`config.mk`:
```
export PLATFORM = sky130hd
export DESIGN_NAME = shift_sequencer_flat
export DESIGN_NICKNAME = d
export VERILOG_FILES = /design/src/rtl/shift_sequencer_if.sv /design/src/rtl/shift_sequencer.sv /design/src/flat_wrapper.sv
export SDC_FILE = /design/constraint.sdc
export NUM_CORES = 1
export LEC_CHECK = 0
export ABC_CLOCK_PERIOD_IN_PS = 2390
export CAP_MARGIN = 20
export CORE_MARGIN = 2
export CORE_UTILIZATION = 47
export CTS_CLUSTER_DIAMETER = 200
export CTS_CLUSTER_SIZE = 10
export DETAILED_ROUTE_END_ITERATION = 6
export GPL_ROUTABILITY_DRIVEN = 0
export PLACE_DENSITY = 0.84
export SLEW_MARGIN = 20
export SYNTH_ARGS = -nofsm -noshare
export SYNTH_HDL_FRONTEND = slang
export SYNTH_SLANG_ARGS = --single-unit
```
`constraint.sdc`:
```
create_clock -name clock -period 2.39 [get_ports clock]
set_clock_uncertainty 0.1 [all_clocks]
set_input_delay 0.239 -clock clock [delete_from_list [all_inputs] [get_ports clock]]
set_output_delay 0.239 -clock clock [all_outputs]
set_load 0.05 [all_outputs]
```
`src/rtl/shift_sequencer_if.sv`:
```
// rtl/shift_sequencer_if.sv - command handshake bundle for the shift sequencer
interface shift_sequencer_if #(
    parameter int WIDTH = 4,
    parameter int CNT_W = 3
);
    logic             cmd_valid;
    logic             cmd_ready;
    logic [1:0]       cmd_op;
    logic [CNT_W-1:0] cmd_amount;
    logic [WIDTH-1:0] cmd_data;

    modport master (
        output cmd_valid, cmd_op, cmd_amount, cmd_data,
        input  cmd_ready
    );

    modport slave (
        input  cmd_valid, cmd_op, cmd_amount, cmd_data,
        output cmd_ready
    );
endinterface

```
`src/rtl/shift_sequencer.sv`:
```
// rtl/shift_sequencer.sv - sequences load/rotate/shift commands onto a 4-bit universal shift register
module shift_sequencer #(
    parameter int WIDTH = 4,
    parameter int CNT_W = 3
) (
    input  logic             clock,
    input  logic             reset_b,
    shift_sequencer_if.slave cmd,
    input  logic [WIDTH-1:0] shifter_q,
    output logic             par_load_n,
    output logic             rot_right,
    output logic             as_right,
    output logic [WIDTH-1:0] data_out,
    output logic             busy,
    output logic             done,
    output logic [CNT_W-1:0] remaining
);
    typedef enum logic [1:0] {S_IDLE, S_LOAD, S_SHIFT, S_DONE} state_t;

    state_t           r_state;
    logic             r_ready;
    logic             r_busy;
    logic             r_done;
    logic             r_hold;
    logic             r_par_load_n;
    logic             r_rot_right;
    logic             r_as_right;
    logic [WIDTH-1:0] r_data_out;
    logic [CNT_W-1:0] r_remaining;

    // The registered control lines double as the latched command fields.
    always_ff @(posedge clock or negedge reset_b) begin
        if (!reset_b) begin
            r_state      <= S_IDLE;
            r_ready      <= 1'b1;
            r_busy       <= 1'b0;
            r_done       <= 1'b0;
            r_hold       <= 1'b1;
            r_par_load_n <= 1'b0;
            r_rot_right  <= 1'b0;
            r_as_right   <= 1'b0;
            r_data_out   <= '0;
            r_remaining  <= '0;
        end else begin
            case (r_state)
                S_IDLE: begin
                    if (cmd.cmd_valid) begin
                        r_ready <= 1'b0;
                        r_busy  <= 1'b1;
                        if (cmd.cmd_op == 2'b00) begin
                            r_state    <= S_LOAD;
                            r_hold     <= 1'b0;
                            r_data_out <= cmd.cmd_data;
                        end else if (cmd.cmd_amount != '0) begin
                            r_state      <= S_SHIFT;
                            r_hold       <= 1'b0;
                            r_par_load_n <= 1'b1;
                            r_data_out   <= '0;
                            r_rot_right  <= (cmd.cmd_op != 2'b10);
                            r_as_right   <= (cmd.cmd_op == 2'b11);
                            r_remaining  <= cmd.cmd_amount;
                        end else begin
                            r_state <= S_DONE;
                            r_done  <= 1'b1;
                        end
                    end
                end
                S_LOAD: begin
                    r_state    <= S_DONE;
                    r_done     <= 1'b1;
                    r_hold     <= 1'b1;
                    r_data_out <= '0;
                end
                S_SHIFT: begin
                    r_remaining <= r_remaining - 1'b1;
                    if (r_remaining == 1) begin
                        r_state      <= S_DONE;
                        r_done       <= 1'b1;
                        r_hold       <= 1'b1;
                        r_par_load_n <= 1'b0;
                        r_rot_right  <= 1'b0;
                        r_as_right   <= 1'b0;
                    end
                end
                S_DONE: begin
                    r_state <= S_IDLE;
                    r_done  <= 1'b0;
                    r_busy  <= 1'b0;
                    r_ready <= 1'b1;
                end
                default: r_state <= S_IDLE;
            endcase
        end
    end

    // Hold mode recirculates Q because the register has no enable.
    assign data_out      = r_hold ? shifter_q : r_data_out;
    assign cmd.cmd_ready = r_ready & reset_b;
    assign par_load_n    = r_par_load_n;
    assign rot_right     = r_rot_right;
    assign as_right      = r_as_right;
    assign busy          = r_busy;
    assign done          = r_done;
    assign remaining     = r_remaining;
endmodule

```
`src/flat_wrapper.sv`:
```
// flat-port wrapper written by rule: the top's interface ports become plain ports
module shift_sequencer_flat 
#(
    parameter int WIDTH = 4,
    parameter int CNT_W = 3
)
  (clock, reset_b, shifter_q, par_load_n, rot_right, as_right, data_out, busy, done, remaining, cmd_cmd_valid, cmd_cmd_op, cmd_cmd_amount, cmd_cmd_data, cmd_cmd_ready);
  shift_sequencer_if #(.WIDTH(WIDTH), .CNT_W(CNT_W)) cmd_i ();
  input  logic clock;
  input  logic reset_b;
  input  logic [WIDTH-1:0] shifter_q;
  output logic par_load_n;
  output logic rot_right;
  output logic as_right;
  output logic [WIDTH-1:0] data_out;
  output logic busy;
  output logic done;
  output logic [CNT_W-1:0] remaining;
  input wire logic [$bits(cmd_i.cmd_valid)-1:0] cmd_cmd_valid;
  input wire logic [$bits(cmd_i.cmd_op)-1:0] cmd_cmd_op;
  input wire logic [$bits(cmd_i.cmd_amount)-1:0] cmd_cmd_amount;
  input wire logic [$bits(cmd_i.cmd_data)-1:0] cmd_cmd_data;
  output wire logic [$bits(cmd_i.cmd_ready)-1:0] cmd_cmd_ready;
  assign cmd_i.cmd_valid = cmd_cmd_valid;
  assign cmd_i.cmd_op = cmd_cmd_op;
  assign cmd_i.cmd_amount = cmd_cmd_amount;
  assign cmd_i.cmd_data = cmd_cmd_data;
  assign cmd_cmd_ready = cmd_i.cmd_ready;
  shift_sequencer #(.WIDTH(WIDTH), .CNT_W(CNT_W)) u_core (.clock(clock), .reset_b(reset_b), .cmd(cmd_i), .shifter_q(shifter_q), .par_load_n(par_load_n), .rot_right(rot_right), .as_right(as_right), .data_out(data_out), .busy(busy), .done(done), .remaining(remaining));
endmodule
```
Word-level counts from Yosys, hierarchy flattened
Index checks and enable logic that the tools add are counted.

Register bits after elaboration: 16. Word-level logic and storage cells: 78. Output and inout port bits: 13.

Equality and inequality tests: 12. $add $sub $neg: 1. Bitwise gates (word level): 1. Reductions and logical operators: 14. Multiplexer cells: 40.

Operators with widths (count): $mux W1 (20); $mux W4 (4); $reduce_and A4 Y1 (3); $pmux W1 S2 (5); $mux W3 (3); $ne A2 B2 Y1 const B (4); $pmux W2 S4 (1); $pmux W4 S2 (1); $eq A2 B2 Y1 const B (3); $mux W2 (3); $pmux W3 S2 (1); $reduce_bool A2 Y1 (3); $reduce_bool A3 Y1 (2); $reduce_and A5 Y1 (1); $logic_not A2 Y1 (2); $ne A2 B1 Y1 const B (2); $pmux W1 S4 (1); $reduce_and A2 Y1 (2); $eq A3 B1 Y1 const B (1); $ne A3 B1 Y1 const B (1); $pmux W1 S3 (1); $reduce_and A3 Y1 (1); $sub A3 B1 Y3 const B (1); $eq A2 B1 Y1 const B (1); $and A1 B1 Y1 (1).

Longest topological paths before layout
Gate-level depths: netlist (run 1).

Depth in word-level cells: 5. Mapped depth: 7. Gate-level depth less buffers: 6.

Least setup slack after synthesis (run 1)
OpenSTA, ideal clock, no wires.

Path kind: reg2reg. From: register u_core.r_remaining[0], in the netlist u_core.remaining[0]. To: register u_core.r_hold. Period minus slack after synthesis: 1.949 ns. Slack: 0.441 ns. Cell stages (with the launch flop): 6. Arrival: 1.767 ns. Path buffers: 0. Setup time: 0.082 ns. Cell sequence: dfrtp_1 > ha_1 > nor2b_2 > o22ai_4 > a311oi_2 > mux2_4.

Cells in the longest elaborated chain, start to end: 3.

RTL lines: start, declared (line shift_sequencer.sv:29) `logic [CNT_W-1:0] r_remaining;`; start signal, assigned (line shift_sequencer.sv:61) `r_remaining <= cmd.cmd_amount;`; start signal, assigned (line shift_sequencer.sv:75) `r_remaining <= r_remaining - 1'b1;`; $eq A3 B1 Y1 (line shift_sequencer.sv:76) `if (r_remaining == 1) begin`; $ne A2 B1 Y1 (no line); $reduce_and A4 Y1 (no line); end signal, assigned (line shift_sequencer.sv:56) `r_hold <= 1'b0;`; end signal, assigned (line shift_sequencer.sv:71) `r_hold <= 1'b1;`; end signal, assigned (line shift_sequencer.sv:79) `r_hold <= 1'b1;`; end, declared (line shift_sequencer.sv:24) `logic r_hold;`.

No other way between the ends. A chain may end at the register's enable or synchronous reset.

Final worst setup path (run 1)
From: register u_core.r_hold. To: output data_out[2].

Cells in the longest elaborated chain, start to end: 1.

RTL lines: start signal, assigned (line shift_sequencer.sv:38) `r_hold <= 1'b1;`; start signal, assigned (line shift_sequencer.sv:52) `r_hold <= 1'b0;`; start signal, assigned (line shift_sequencer.sv:56); $mux W4 (line shift_sequencer.sv:97) `assign data_out = r_hold ? shifter_q : r_data_out;`; end, declared (line flat_wrapper.sv:15) `output logic [WIDTH-1:0] data_out;`.

No other way between the ends.

==> results of run 1 <==
## layout by cell type (no fill, tap or decap), drive strengths merged
| master | instances |
|---|---|
| nor3 | 2 |
| xor2 | 1 |
| a211oi | 2 |
| clkbuf | 4 |
| o31ai | 1 |
| o22ai | 1 |
| o21ai | 7 |
| or2 | 2 |
| nand2 | 5 |
| a31oi | 1 |
| a22oi | 2 |
| nor4b | 1 |
| and4 | 1 |
| mux2i | 4 |
| dfstp | 2 |
| nor2b | 1 |
| a21oi | 5 |
| nor2 | 5 |
| o211a | 1 |
| and2 | 1 |
| buf | 3 |
| ha | 6 |
| o32a | 1 |
| mux2 | 5 |
| nand3 | 2 |
| inv | 7 |
| a311oi | 1 |
| a2bb2oi | 2 |
| clkdlybuf4s50 | 27 |
| a22o | 5 |
| nand2b | 1 |
| dfrtp | 14 |
| and3 | 1 |
| a21o | 3 |
| o221ai | 1 |
## synthesized netlist by cell type, types with 2 or more instances
cell                        instances
sky130_fd_sc_hd__mux2i_1            4
sky130_fd_sc_hd__a21oi_1            4
sky130_fd_sc_hd__mux2_2             4
sky130_fd_sc_hd__nor2_1             5
sky130_fd_sc_hd__dfstp_2            2
sky130_fd_sc_hd__a21o_1             3
sky130_fd_sc_hd__a2bb2oi_1          2
sky130_fd_sc_hd__o21ai_1            2
sky130_fd_sc_hd__dfrtp_1           14
sky130_fd_sc_hd__ha_1               6
sky130_fd_sc_hd__nand3_1            2
sky130_fd_sc_hd__a22oi_1            2
sky130_fd_sc_hd__a22o_1             5
sky130_fd_sc_hd__o21ai_0            4
sky130_fd_sc_hd__nor3_2             2
sky130_fd_sc_hd__inv_1              5
sky130_fd_sc_hd__a211oi_1           2
sky130_fd_sc_hd__nand2_1            5
## kinds of logic (layout without fill, tap and decap cells)
kind of cell | count (synthesis) | count (layout) | synth area share [%]
AOI/OAI and AO/OA | 33 | 33 | 26.1
and+or+nand+nor | 22 | 22 | 12.5
DFF | 16 | 16 | 38.7
buffers and inverters | 10 | 41 | 5.05
muxes | 9 | 9 | 9.61
adders and majority gates | 6 | 6 | 7.21
xor gates and xnor gates | 1 | 1 | 0.841
## flip-flops by register name, summed over array words and instances (netlist names)
| signal | flops |
|---|---|
| u_core.par_load_n | 1 |
| u_core.r_data_out | 4 |
| u_core.remaining | 3 |
| u_core.as_right | 1 |
| u_core.r_hold | 1 |
| u_core.r_state | 2 |
| u_core.busy | 1 |
| u_core.r_ready | 1 |
| u_core.done | 1 |
| u_core.rot_right | 1 |
## power by group
group          leakage, nW  internal (W)  total, W  switching [W]
clock               0.0210     0.0000926  0.000179      0.0000866
sequential           0.196      0.000412  0.000524       0.000112
combinational        0.400      0.000583   0.00140       0.000816
## worst paths after layout
check,to,slack [ns],depth (start not counted)
hold reg to reg,u_core.rot_right,0.38,1
setup reg to reg,u_core.r_hold,0.49,6
min in group clock,u_core.rot_right,0.38,1
setup / recovery,data_out[2],0.13,2
hold / removal,u_core.busy,0.20,2
max in group asynchronous,u_core.r_ready,1.75,2
## layout make-up
| class | instances | area [µm²] |
|---|---|---|
| Sequential cell | 16 | 403 |
| Inverter | 7 | 28.8 |
| Timing Repair Buffer | 30 | 305 |
| Fill cell | 176 | 754 |
| Tap cell | 28 | 35.0 |
| Clock buffer | 4 | 36.3 |
| Multi-Input combinational cell | 71 | 586 |
## metrics by stage
step                power [W]  cells  cell area [µm²]  worst slack, ns  hold slack [ns]
finish                0.00210    156             1390            0.135            0.199
global route          0.00226    156             1390           0.0559            0.229
CTS                   0.00211    156             1390            0.123            0.207
detailed placement    0.00193    152             1360            0.389            0.367
global placement      0.00188    152             1360            0.429            0.363
floorplan             0.00155     97             1040            0.441           -0.157
## metal layers
metal | part of all wire [%] | vias to the layer above
met1 | 44 | 419
met5 | 0 | -
met3 | 4.9 | 0
met2 | 51 | 18
met4 | 0 | 0
li1 | - | 424
## critical path: cells and delay by family (launching register included)
kind / cells / cell delay (ns)
mux: 1 / 0.34
flops: 1 / 0.60
buf+inv: 1 / 0.70
==> results summary, run 1 <==
Max-cap violations in this run came to 0. The final-report hold violation count came out at 0. The initial core utilization is 48.5%. The area share of the leading cell type in the synthesized netlist is approximately a third. The post-synthesis cell type count came out at 42.

The detailed router's first-iteration violation count came out at 6. The hold buffer count at CTS is 0. In the final timing run, aggregate negative setup slack is 0 ns. The max-slew violation count is 0. For this run, design rule violations remaining after detail routing come to 0. The final critical-path share of the clock period is 94.4%. The number of clock buffers inserted by TritonCTS is 3. The post-detailed-route via-to-cell ratio is approximately 5.5. The post-synth net total came out at about 120. The clock drives 16 sinks. Measured along the y axis, the die boundary spans roughly 51 µm. The critical path start-end classification is flip-flop to primary output. Once detailed placement completed, the half-perimeter wirelength came to between 1.5 and 2 mm. The register clock-pin slew on the reported worst setup and hold paths came out at about 0.10 ns.

The flow ran to the end, and the final reports show no timing, DRC or antenna violations. The via count of the first global-routing pass is 922. TritonCTS built the clock tree. The static leakage power came out at approximately 0.62 nW. The post-route antenna net violation count came out at 0.

The highest attainable clock frequency is 443 MHz. The largest net degree at the start of global routing came out at 17. In the final layout, the share of cells above drive strength 1 is about a fifth. Traced cell by cell, the critical path runs through mux2_2 -> clkdlybuf4s50_1. Across the VDD grid, the largest voltage drop is approximately 830 µV. The H-tree depth came out at 1. Counting every instance in the synthesized netlist gives 97. Of all cell types, the one taking the most synthesized area is sky130_fd_sc_hd__dfrtp_1.

At the pin with the least slew margin, the transition time is approximately 0.51 ns. The cell area power density came out at about 1500 nW/µm². The initial antenna violation count came out at 0.

The die covers 2610 µm². Once layout is complete, the utilization of the core stands at 64.9%. The number of synthesized register bits came out at 16. Pin placement for this block handled 29 I/O pins.

The fraction of synthesis flops using an asynchronous set or reset pin came out at 100%. The mapped cell area came out at around 1000 µm². The tightest min-delay check is of the input pin to async pin type. For this run, the number of Yosys warnings is 0.

In this run the critical register-to-register path is launched from u_core.r_state[0]. Buffers placed on the I/O ports in this run total 28. The overall die width is just over 50 µm. The met3 capacity usage during global routing is 3.51%. The element type at the critical path end is a primary output. The signal arrival time at the worst endpoint is 1.92 ns.

The count of vias placed by the detailed router is between 800 and 900. The number of standard-cell rows in the floorplan came out at 17. The area growth from synthesis to layout is 33.9%. The worst slew slack as a fraction of its limit is roughly 66%. Sorting the synthesized cells by area gives the leading types as sky130_fd_sc_hd__dfrtp_1 34%, sky130_fd_sc_hd__ha_1 7.2%, sky130_fd_sc_hd__dfstp_2 5.0%. The final critical path time including I/O delays and setup came out at 2.26 ns. The maximum clock insertion buffer count is 2. The total congestion overflow is 0. Data on the critical path is required at its endpoint by between 2 and 2.5 ns.

The wire length of the first global-routing pass is 4.09 mm. The total setup violations reported at the end of the flow is 0. The average detailed-routed wire length per instance is 14.1 µm.

The total routing usage reported by global routing is between 20% and 30%. The post-layout net count is between 150 and 200. After detailed routing, the total wire length is approximately 2.2 mm. The first TritonRoute pass finished after 4 iterations. Tracing the worst setup path back leads to its startpoint at u_core.r_hold. After synthesis, flip-flops and latches occupy around two fifths of the total area. For this design, the slowest cell found on the critical path is sky130_fd_sc_hd__clkdlybuf4s50_1. The area of the core came out at between 2000 and 2500 µm².

The post-cts repair resize count is 0. The biggest fanout along the worst timing path is 5. The mean post-synth cell area is around 11 µm². met2 is the most crowded layer. For this run, the leading register cell type out of synthesis is sky130_fd_sc_hd__dfrtp_1. The count of buffers added by post-CTS timing repair for setup came out at 0. The worst setup path is launched from a flip-flop.

The number of synthesized flops with an enable pin is 0. Setup repair after global routing left no endpoint under its margin. The number of antenna diodes came out at 0. In the global route stage, met2 resource usage came out at between 30% and 40%. The met1 track demand over resource in global routing came out at approximately a quarter. For the worst-skew pair, the clock arrives at the later sink with an insertion delay of between 0.2 and 0.3 ns.

The root buffer cell chosen for the clock tree is sky130_fd_sc_hd__clkbuf_4. The largest incremental delay on the critical path is 0.70 ns.
Power figures use the tool's default switching activity.
==> run 2: changes to the inputs <==
ABC_CLOCK_PERIOD_IN_PS = 2700   (was 2390)
CORE_UTILIZATION = 40   (was 47)
PLACE_DENSITY = 0.74   (was 0.84)
clock period = 2.7 ns   (was 2.39 ns; I/O delays follow)
==> run 2 against run 1 <==
  * Highest routed layer is now met4
  * Power down 12%
  * Largest cell class unchanged
  * Utilization down 8.8 points
  * Clock power down 9%
  * Wire length up 8.8%
  * Cell count up 0.64%
  * Sequential share of layout area up 0.10 points
  * Sequential power down 11%
==> results summary, run 2 (synthesis gave the netlist of run 1 again) <==
The number of standard-cell rows in the floorplan came out at 18 (+1). The overall die width is 55.0 µm (+7.7%). The number of inserted filler cells in the final layout is 231 (+31%). The post-layout net count is 150 (-0.66%). The post-cts repair resize count is 0 (unchanged). The static leakage power is 0.613 nW (-0.82%). The post-layout instance area is 1390 µm² (-0.36%). The number of sinks handled by clock tree synthesis is 16 (unchanged).

In the finished design, the share of the clock period the worst path needs comes to around 85%. The H-tree depth came to 1 (unchanged). The routing usage on met2 was 31.0% (-4.5 points).

The number of iterations in the first detailed-routing pass came out at 4 (unchanged). The final worst setup slack came out at 0.405 ns (+0.270 ns). The die height came out at 55.0 µm (+7.7%).

The number of max-cap violations was 0 (unchanged). The overall die area is 3030 µm² (+16%). The largest individual stage delay along the critical path comes from the cell sky130_fd_sc_hd__clkdlybuf4s50_1. TritonCTS built the clock tree. Setup repair after global routing left no endpoint under its margin. The I/O pin total came out at 29 (unchanged). The max-slew violation count is 0 (unchanged). For this run, the top clock speed supported by timing is between 400 and 500 MHz. The number of remaining DRC errors came out at 0 (unchanged).

The final critical path time including I/O delays and setup is ~2.3 ns. The biggest fanout along the worst timing path came out at 5 (unchanged). The met3 capacity usage during global routing was 2.69% (-0.82 points). STA classifies the critical path endpoint as a primary output. The maximum clock insertion buffer count is 2 (unchanged). The number of clock buffers inserted by TritonCTS came out at 3 (unchanged). The worst setup path is launched from a flip-flop. The initial core utilization came out at 42.0% (-6.4 points). The final-report hold violation count came out at 0 (unchanged). The placed wire-length estimate after detailed placement was 1.83 mm (+7.9%). The post-route antenna net violation count came to 0 (unchanged). The total congestion overflow is 0 (unchanged).

The total placed instance area came out at 1350 µm² (-0.37%). The largest net degree at the start of global routing came out at 18 (+1). The quantity of I/O buffers inserted on ports came out at 28 (unchanged). The root buffer cell chosen for the clock tree is sky130_fd_sc_hd__clkbuf_4. The critical path start-end classification is flip-flop to primary output.

The fraction of final layout cells with drive strength greater than 1 came out at 19.7% (-0.63 points). The count of buffers added by post-CTS timing repair for setup was 0 (unchanged). The run finished with clean final reports. The worst vdd rail ir drop is 883 µV (+6.3%).

The post-detailed-route via-to-cell ratio came out at 5.68 (+2.9%). The largest incremental delay on the critical path was 0.70 ns (about the same). The hold buffer count at CTS is 0 (unchanged). The area growth from synthesis to layout is 33.4%.

The end-of-flow core utilization came out at 56.1% (-8.8 points). The accumulated negative setup slack came out at 0 ns (unchanged). The average detailed-routed wire length per instance came out at 15.3 µm (+8.1%). The wire length of the first global-routing pass came out at 3.93 mm (-4.0%). Ranked by flip-flop count, first place goes to u_core.r_data_out. The area of the core came out at 2480 µm² (+15%). The library cell used most frequently in the layout, excluding fill and tap cells, is sky130_fd_sc_hd__clkdlybuf4s50_1. The flip-flop count of the largest register after layout is 4 (unchanged). The top cell types in the final layout, fill and taps aside, are 27 x sky130_fd_sc_hd__clkdlybuf4s50_1, 14 x sky130_fd_sc_hd__dfrtp_1, 6 x sky130_fd_sc_hd__ha_1.

The initial antenna violation count is 0 (unchanged). The total routing usage reported by global routing was 18.1% (-2.3 points). The clock latency reported for the late side of the worst-skew pair is 0.29 ns (about the same).

The worst slew slack as a fraction of its limit is 66.3% (+0.56 points). The number of antenna diodes is 0 (unchanged). The met1 track demand over resource in global routing is 23.3% (-2.1 points). The worst hold path class is input pin to async pin.

The via count of the first global-routing pass came out at 874 (-5.2%). The power consumption is 0.00186 W (-12%). The critical path goes through mux2_2 -> clkdlybuf4s50_1. The total setup violations reported at the end of the flow is 0 (unchanged). The most used routing layer in global routing is met2. The required time at the endpoint of the critical path was 2.33 ns (+0.28 ns). The worst setup timing slack at the placement stage is 0.678 ns (+0.289 ns).

The aggregate routed wire length came out at 2.40 mm (+8.8%). The slew of the pin with the lowest slew margin came out at 0.505 ns (-0.00838 ns). The detailed router's first-iteration violation count came out at 12 (+6). The count of vias placed by the detailed router is 892 (+3.6%). The signal arrival time at the worst endpoint is 1.93 ns (about the same). The cell area power density is 1340 nW/µm² (-11%).

The register clock-pin slew on the reported worst setup and hold paths is 0.10 ns (about the same).
run 2: cell types whose count changed in the layout (fill, tap and decap cells not counted), sizes merged:
cell and delta:
buf -1
run 2: worst max-delay path, delay by kind of cell, from the launching register on:
family	cells	cell delay, ns
DFF	1	0.60
muxes	1	0.34
buffers and inverters	1	0.70
run 2: through the flow:
step	hold slack, ns	cells
floorplan	-0.126	97
global placement	0.364	153
detailed placement	0.373	153
CTS	0.192	157
global route	0.217	157
finish	0.187	157
run 2: routing by layer:
layer / up-vias / part of all wire, %
met5: - / 0
met2: 28 / 49
met4: 0 / 0.96
met3: 4 / 5.4
li1: 421 / -
met1: 439 / 45
run 2: area by class of cell:
cell class	count	area, µm²	area share [%]
Clock buffer	4	36.3	2.61
Tap cell	30	37.5	2.70
Timing Repair Buffer	29	298	21.4
Inverter	7	28.8	2.07
Sequential cell	16	403	29.0
Multi-Input combinational cell	71	586	42.2
run 2: power by group:
| part | switching [W] | internal, W | leakage, nW | total [W] |
|---|---|---|---|---|
| clock network | 0.0000800 | 0.0000821 | 0.0210 | 0.000162 |
| logic | 0.000725 | 0.000507 | 0.395 | 0.00123 |
| registers | 0.0000997 | 0.000364 | 0.196 | 0.000464 |
| total | 0.000905 | 0.000953 | 0.613 | 0.00186 |
run 2: final timing paths:
path / start / end / slack (ns) / cells after the start
worst max-delay path: u_core.r_hold / data_out[1] / 0.40 / 2
worst min-delay path: reset_b / u_core.r_state[0] / 0.19 / 2
worst max register to register: u_core.r_state[0] / u_core.r_hold / 0.70 / 6
worst min register to register: u_core.rot_right / u_core.rot_right / 0.39 / 1
max in group asynchronous: reset_b / u_core.r_hold / 2.06 / 2
min in group clock: u_core.rot_right / u_core.rot_right / 0.39 / 1
